===== config.mk =====
export PLATFORM = sky130hd
export DESIGN_NAME = decode_queue_flat
export DESIGN_NICKNAME = d
export VERILOG_FILES = /design/src/rtl/decode_queue_if.sv /design/src/rtl/decode_queue.sv /design/src/flat_wrapper.sv
export SDC_FILE = /design/constraint.sdc
export NUM_CORES = 1
export LEC_CHECK = 0
export ABC_AREA = 1
export BUFFER_PORTS_ARGS = -buffer_cell sky130_fd_sc_hd__buf_2
export CAP_MARGIN = 20
export CORE_ASPECT_RATIO = 0.5
export CORE_MARGIN = 2
export CORE_UTILIZATION = 60
export CTS_CLUSTER_SIZE = 25
export DETAILED_ROUTE_END_ITERATION = 10
export PLACE_DENSITY = 0.9
export SYNTH_ARGS = -nofsm -noshare
export SYNTH_HDL_FRONTEND = slang
export SYNTH_SLANG_ARGS = --single-unit

===== constraint.sdc =====
create_clock -name clk -period 38.6 [get_ports clk]
set_input_delay 11.58 -clock clk [delete_from_list [all_inputs] [get_ports clk]]
set_output_delay 11.58 -clock clk [all_outputs]
set_load 0.01 [all_outputs]

===== src/rtl/decode_queue_if.sv =====
// Fetch-side and dispatch-side handshake bundle for decode_queue.
// The master modport drives fetch inputs and downstream ready; the slave is the queue.
interface decode_queue_if #(
  parameter int DEPTH = 4,
  parameter int XLEN  = 32,
  parameter int REG_W = 5
);
  localparam int CW = $clog2(DEPTH) + 1;

  logic             flush;
  logic [31:0]      instr;
  logic [XLEN-1:0]  pc_in;
  logic             valid_in;
  logic             ready_in;
  logic             ready_out;
  logic             valid_out;
  logic [XLEN-1:0]  pc_out;
  logic [REG_W-1:0] rs1;
  logic [REG_W-1:0] rs2;
  logic [REG_W-1:0] rd;
  logic [XLEN-1:0]  imm;
  logic [2:0]       ALUOp;
  logic [6:0]       opcode;
  logic [2:0]       funct3;
  logic [6:0]       funct7;
  logic             illegal;
  logic [CW-1:0]    count;

  modport master (
    output flush, instr, pc_in, valid_in, ready_out,
    input  ready_in, valid_out, pc_out, rs1, rs2, rd, imm, ALUOp,
           opcode, funct3, funct7, illegal, count
  );

  modport slave (
    input  flush, instr, pc_in, valid_in, ready_out,
    output ready_in, valid_out, pc_out, rs1, rs2, rd, imm, ALUOp,
           opcode, funct3, funct7, illegal, count
  );
endinterface


===== src/rtl/decode_queue.sv =====
// RV32 decoder feeding a DEPTH-entry FIFO with flush; one decode per cycle.
// Optional DECODE_QUEUE_PERF_EN adds push/stall/illegal event counters.
module decode_queue #(
  parameter int DEPTH = 4,
  parameter int XLEN  = 32,
  parameter int REG_W = 5
) (
  input  logic            clk,
  input  logic            reset,
  decode_queue_if.slave   q
`ifdef DECODE_QUEUE_PERF_EN
  ,
  output logic [31:0]     perf_decoded,
  output logic [31:0]     perf_full_stall,
  output logic [31:0]     perf_illegal
`endif
);
  localparam int PW = $clog2(DEPTH);
  localparam int CW = PW + 1;
  localparam logic [CW-1:0] FULL = CW'(DEPTH);

  typedef struct packed {
    logic [XLEN-1:0]  pc;
    logic [REG_W-1:0] rs1;
    logic [REG_W-1:0] rs2;
    logic [REG_W-1:0] rd;
    logic [XLEN-1:0]  imm;
    logic [2:0]       alu_op;
    logic [6:0]       opcode;
    logic [2:0]       funct3;
    logic [6:0]       funct7;
    logic             illegal;
  } entry_t;

  entry_t          mem_q [DEPTH];
  entry_t          mem_d [DEPTH];
  logic [PW-1:0]   head_q, head_d, tail_q, tail_d;
  logic [CW-1:0]   count_q, count_d;
  entry_t          dec, head;
  logic [31:0]     imm32;
  logic            ready_in, push, pop;

  // NOTE: combinational next-state uses blocking '=' with a default first, so no latch is inferred.
  always_comb begin
    dec        = '0;
    imm32      = '0;
    dec.pc     = q.pc_in;
    dec.opcode = q.instr[6:0];
    dec.funct3 = q.instr[14:12];
    dec.funct7 = q.instr[31:25];
    case (q.instr[6:0])
      7'b0010011: begin
        dec.rs1 = REG_W'(q.instr[19:15]); dec.rd = REG_W'(q.instr[11:7]);
        imm32 = {{20{q.instr[31]}}, q.instr[31:20]}; dec.alu_op = 3'b011;
      end
      7'b0110111: begin
        dec.rd = REG_W'(q.instr[11:7]);
        imm32 = {q.instr[31:12], 12'b0}; dec.alu_op = 3'b100;
      end
      7'b0110011: begin
        dec.rs1 = REG_W'(q.instr[19:15]); dec.rs2 = REG_W'(q.instr[24:20]);
        dec.rd = REG_W'(q.instr[11:7]); dec.alu_op = 3'b010;
      end
      7'b0000011: begin
        dec.rs1 = REG_W'(q.instr[19:15]); dec.rd = REG_W'(q.instr[11:7]);
        imm32 = {{20{q.instr[31]}}, q.instr[31:20]}; dec.alu_op = 3'b000;
      end
      7'b0100011: begin
        dec.rs1 = REG_W'(q.instr[19:15]); dec.rs2 = REG_W'(q.instr[24:20]);
        imm32 = {{20{q.instr[31]}}, q.instr[31:25], q.instr[11:7]}; dec.alu_op = 3'b000;
      end
      7'b1100011: begin
        dec.rs1 = REG_W'(q.instr[19:15]); dec.rs2 = REG_W'(q.instr[24:20]);
        imm32 = {{20{q.instr[31]}}, q.instr[7], q.instr[30:25], q.instr[11:8], 1'b0};
        dec.alu_op = 3'b001;
      end
      7'b1100111: begin
        dec.rs1 = REG_W'(q.instr[19:15]); dec.rd = REG_W'(q.instr[11:7]);
        imm32 = {{20{q.instr[31]}}, q.instr[31:20]}; dec.alu_op = 3'b110;
      end
      7'b1101111: begin
        dec.rd = REG_W'(q.instr[11:7]);
        imm32 = {{12{q.instr[31]}}, q.instr[19:12], q.instr[20], q.instr[30:21], 1'b0};
        dec.alu_op = 3'b101;
      end
      default: dec.illegal = 1'b1;
    endcase
    dec.imm = XLEN'($signed(imm32));
  end

  // Full queue still accepts when the head leaves this cycle (ready_out -> ready_in path).
  assign ready_in = !q.flush && ((count_q < FULL) || q.ready_out);
  assign push     = q.valid_in && ready_in;
  assign pop      = (count_q != '0) && q.ready_out;

  always_comb begin
    mem_d   = mem_q;
    head_d  = head_q;
    tail_d  = tail_q;
    count_d = count_q;
    if (q.flush) begin
      head_d  = '0;
      tail_d  = '0;
      count_d = '0;
    end else begin
      if (push) begin
        mem_d[tail_q] = dec;
        tail_d        = tail_q + PW'(1);
      end
      if (pop) head_d = head_q + PW'(1);
      count_d = count_q + CW'(push) - CW'(pop);
    end
  end

  // NOTE: storage is reset too, so the head slot reads as zero straight out of reset.
  always_ff @(posedge clk or posedge reset) begin
    if (reset) begin
      mem_q   <= '{default: '0};
      head_q  <= '0;
      tail_q  <= '0;
      count_q <= '0;
    end else begin
      mem_q   <= mem_d;
      head_q  <= head_d;
      tail_q  <= tail_d;
      count_q <= count_d;
    end
  end

  always_comb begin
    head = (count_q != '0) ? mem_q[head_q] : '0;
    q.ready_in  = ready_in;
    q.valid_out = (count_q != '0);
    q.count     = count_q;
    q.pc_out    = head.pc;
    q.rs1       = head.rs1;
    q.rs2       = head.rs2;
    q.rd        = head.rd;
    q.imm       = head.imm;
    q.ALUOp     = head.alu_op;
    q.opcode    = head.opcode;
    q.funct3    = head.funct3;
    q.funct7    = head.funct7;
    q.illegal   = head.illegal;
  end

`ifdef DECODE_QUEUE_PERF_EN
  logic [31:0] perf_dec_q, perf_dec_d;
  logic [31:0] perf_stall_q, perf_stall_d;
  logic [31:0] perf_ill_q, perf_ill_d;

  // Counters survive flush; they only clear on reset.
  always_comb begin
    perf_dec_d   = perf_dec_q + 32'(push);
    perf_ill_d   = perf_ill_q + 32'(push && dec.illegal);
    perf_stall_d = perf_stall_q + 32'(q.valid_in && !ready_in && !q.flush);
  end

  always_ff @(posedge clk or posedge reset) begin
    if (reset) begin
      perf_dec_q   <= '0;
      perf_stall_q <= '0;
      perf_ill_q   <= '0;
    end else begin
      perf_dec_q   <= perf_dec_d;
      perf_stall_q <= perf_stall_d;
      perf_ill_q   <= perf_ill_d;
    end
  end

  assign perf_decoded    = perf_dec_q;
  assign perf_full_stall = perf_stall_q;
  assign perf_illegal    = perf_ill_q;
`endif
endmodule


===== src/flat_wrapper.sv =====
// flat-port wrapper written by rule: the top's interface ports become plain ports
module decode_queue_flat 
#(
  parameter int DEPTH = 4,
  parameter int XLEN  = 32,
  parameter int REG_W = 5
)
  (clk, reset, q_flush, q_instr, q_pc_in, q_valid_in, q_ready_out, q_ready_in, q_valid_out, q_pc_out, q_rs1, q_rs2, q_rd, q_imm, q_ALUOp, q_opcode, q_funct3, q_funct7, q_illegal, q_count);
  decode_queue_if #(.DEPTH(DEPTH), .XLEN(XLEN), .REG_W(REG_W)) q_i ();
  input  logic clk;
  input  logic reset;
  input wire logic [$bits(q_i.flush)-1:0] q_flush;
  input wire logic [$bits(q_i.instr)-1:0] q_instr;
  input wire logic [$bits(q_i.pc_in)-1:0] q_pc_in;
  input wire logic [$bits(q_i.valid_in)-1:0] q_valid_in;
  input wire logic [$bits(q_i.ready_out)-1:0] q_ready_out;
  output wire logic [$bits(q_i.ready_in)-1:0] q_ready_in;
  output wire logic [$bits(q_i.valid_out)-1:0] q_valid_out;
  output wire logic [$bits(q_i.pc_out)-1:0] q_pc_out;
  output wire logic [$bits(q_i.rs1)-1:0] q_rs1;
  output wire logic [$bits(q_i.rs2)-1:0] q_rs2;
  output wire logic [$bits(q_i.rd)-1:0] q_rd;
  output wire logic [$bits(q_i.imm)-1:0] q_imm;
  output wire logic [$bits(q_i.ALUOp)-1:0] q_ALUOp;
  output wire logic [$bits(q_i.opcode)-1:0] q_opcode;
  output wire logic [$bits(q_i.funct3)-1:0] q_funct3;
  output wire logic [$bits(q_i.funct7)-1:0] q_funct7;
  output wire logic [$bits(q_i.illegal)-1:0] q_illegal;
  output wire logic [$bits(q_i.count)-1:0] q_count;
  assign q_i.flush = q_flush;
  assign q_i.instr = q_instr;
  assign q_i.pc_in = q_pc_in;
  assign q_i.valid_in = q_valid_in;
  assign q_i.ready_out = q_ready_out;
  assign q_ready_in = q_i.ready_in;
  assign q_valid_out = q_i.valid_out;
  assign q_pc_out = q_i.pc_out;
  assign q_rs1 = q_i.rs1;
  assign q_rs2 = q_i.rs2;
  assign q_rd = q_i.rd;
  assign q_imm = q_i.imm;
  assign q_ALUOp = q_i.ALUOp;
  assign q_opcode = q_i.opcode;
  assign q_funct3 = q_i.funct3;
  assign q_funct7 = q_i.funct7;
  assign q_illegal = q_i.illegal;
  assign q_count = q_i.count;
  decode_queue #(.DEPTH(DEPTH), .XLEN(XLEN), .REG_W(REG_W)) u_core (.clk(clk), .reset(reset), .q(q_i));
endmodule

==> flow_summary.ini <==
[status]
status = completed

[critical_path]
crit_path_max_fanout = 2
critPathTopFamily = buffers and inverters
worstSetupPathType = in2out
path_cells = buf_2 -> inv_1 -> a21oi_2 -> buf_2
cp.buffers_inverters = 3
worstPathArrival_ns = 12.01
cp_slowest_stage_delay_ns = 0.15
cp_common_cell = buf_2
required_ns = 27.02
cpMaxStageDelayCell = a21oi_2
start_kind = input pin
end_kind = output port

[final_layout]
layout.cells.non_filler = 3007
drive_gt1_share_pct = 11.8
syn_to_final_growth_pct = 10.9
fill_cells = 2383
final_common_cell = nand2_1
final-seq-area_um2 = 10200
nets = 2620
multi_input_area_um2 = 7810
final_cell_mix = 893 x nand2_1, 405 x dfrtp_1, 341 x o21ai_0

[placed_design]
dpl.cell_count = 2934
port_buffers = 173
dpl.hpwl_um = 29800
place_congestion = 0.858

[floorplan]
die_y_um = 131
start_util_pct = 61.0
rows = 46
dieArea_um2 = 33900
die_width_um = 258
pin_count = 174
fp.coreArea_um2 = 31800

[drt]
top_layer = met4
wire_per_inst_um = 18.2
drtIter0Drc = 2603
vias_per_cell = 5.91
dr_wl_met3_um = 5580
num_vias = 17800
wl_met1_um = 21300
met2_length_um = 25300
drtAntennaViolNets = 0
finalWirelength_um = 54700
remaining_drc_errors = 0
first_pass_iters = 6

[cts]
clockBufferDepth = 3
cts_made_buffers = 38
path_clk_slew_ns = 0.07
cts_resized = 0
clk_latency_ns = 0.54
clkSinkCount = 407
cts_htree_levels = 2
cts_setup_buffers = 0
cts_hold_buffers = 0
cts_root_buf = clkbuf_16
cts_tree = built

[grt]
antenna_found_initial = 2
grt_pass1_wl_um = 87000
gr-total-overflow = 0
grt_usage_pct = 31.8
grt_max_degree = 178
grt_pass1_vias = 17200

[timing]
worst_pin_slew_ns = 1.19
setup_viol = 0
rsz0062_at_grt = false
max-slew-margin-rel_pct = 20.7
maxSlewViolCount = 0
layout_min_cycle_time_ns = 23.59
skew_ns = 0.0137
fmaxAchievable_mhz = 42.4
hold_viol_final = 0
setup_tns_ns = 0
period_share_pct = 61.1

[power_and_ir_drop]
leakagePower_nw = 11.1
p_per_area_nw_per_um2 = 67.2
power_mw = 1.44
ir_drop_mv = 0.0421

[synthesis]
mappedNetlistNets = 2566
synth_area_um2 = 19400
yosys-top-cells-area = dfrtp_1 53%, nand2_1 17%, o21ai_0 8.8%, a21oi_1 5.2%, nor2_1 3.5%
synth_cells = 2490
synth_warnings = 0
yosysSeqAreaShare_pct = 52.5
yosysTopAreaCellShare_pct = 52.5
synth_area_leader_cell = dfrtp_1
ys_types = 30
syn_area_per_cell_um2 = 7.79
ys_ff_latch = 407

[worst_hold_path]
worstHoldPathType = reg2reg

[run]
drv_cap = 0
-- tightest hold or removal path: stages (launching register included) --
cell	delay, ns
dfrtp_1	0.34
nand2_1	0.05
nand2_1	0.05
-- cell families after synthesis --
| group | synth area share, % |
|---|---|
| AOI/OAI and AO/OA | 15.3 |
| xor gates and xnor gates | 0.0452 |
| adders and majority gates | 0.490 |
| buffers and inverters | 7.30 |
| DFF | 52.5 |
| and+or+nand+nor | 24.4 |
-- path summary, 6_finish.rpt --
check	start	end	slack [ns]	cells after the start
setup / recovery	q_ready_out	q_ready_in	15.01	4
hold / removal	u_core.mem_q[370]	u_core.mem_q[370]	0.48	2
setup reg to reg	u_core.q.count[2]	u_core.q.count[2]	35.15	12
hold reg to reg	u_core.mem_q[370]	u_core.mem_q[370]	0.48	2
max in group asynchronous	reset	u_core.mem_q[238]	25.20	4
min in group asynchronous	reset	u_core.mem_q[170]	11.12	2
-- per-stage QoR --
stage / setup slack [ns] / hold slack [ns] / instance area [um^2] / util [%]
detailed placement: 15.03 / 0.460 / 20100 / 63.4
finish: 15.01 / 0.475 / 21500 / 67.7
global placement: 15.04 / 0.456 / 20100 / 63.4
floorplan: 15.23 / 0.444 / 19400 / -
global route: 14.98 / 0.495 / 21500 / 67.7
CTS: 15.02 / 0.477 / 21400 / 67.5
-- per-layer routing --
layer / vias to the layer above / GRT usage [%]
li1: 8025 / -
met1: 8430 / 41.9
met2: 1111 / 50.6
met3: 193 / 5.94
met4: 0 / 16.1
met5: - / 0
-- synthesized netlist by cell type (all sizes together) --
cell,instances
nand4,12
nand2,902
o211ai,19
nor3,3
dfrtp,407
nand3b,1
nor2,181
o21ai,356
clkbuf,91
inv,155
a21oi,204
fa,1
ha,6
nand3,63
xor2,1
buf,87
a22o,1
-- registers in the layout (all words and copies together), names as in the netlist --
register        flops
u_core.tail_q       2
u_core.q.count      3
u_core.mem_q      400
u_core.head_q       2
-- final cells by class --
class	instances	share of cell area, %
Sequential cell	407	47.4
Multi-Input combinational cell	1750	36.3
Clock buffer	57	5.47
Timing Repair Buffer	192	4.93
Inverter	155	2.79
Tap cell	432	2.51
Clock inverter	12	0.559
Antenna cell	2	0.0233
-- report_power, final --
group	switching, mW	internal, mW	leakage [nW]	total (mW)
clock network	0.167	0.225	0.643	0.393
logic	0.308	0.146	5.16	0.454
registers	0.0576	0.540	5.29	0.597
Note: power is estimated with default switching activity, not from simulation.
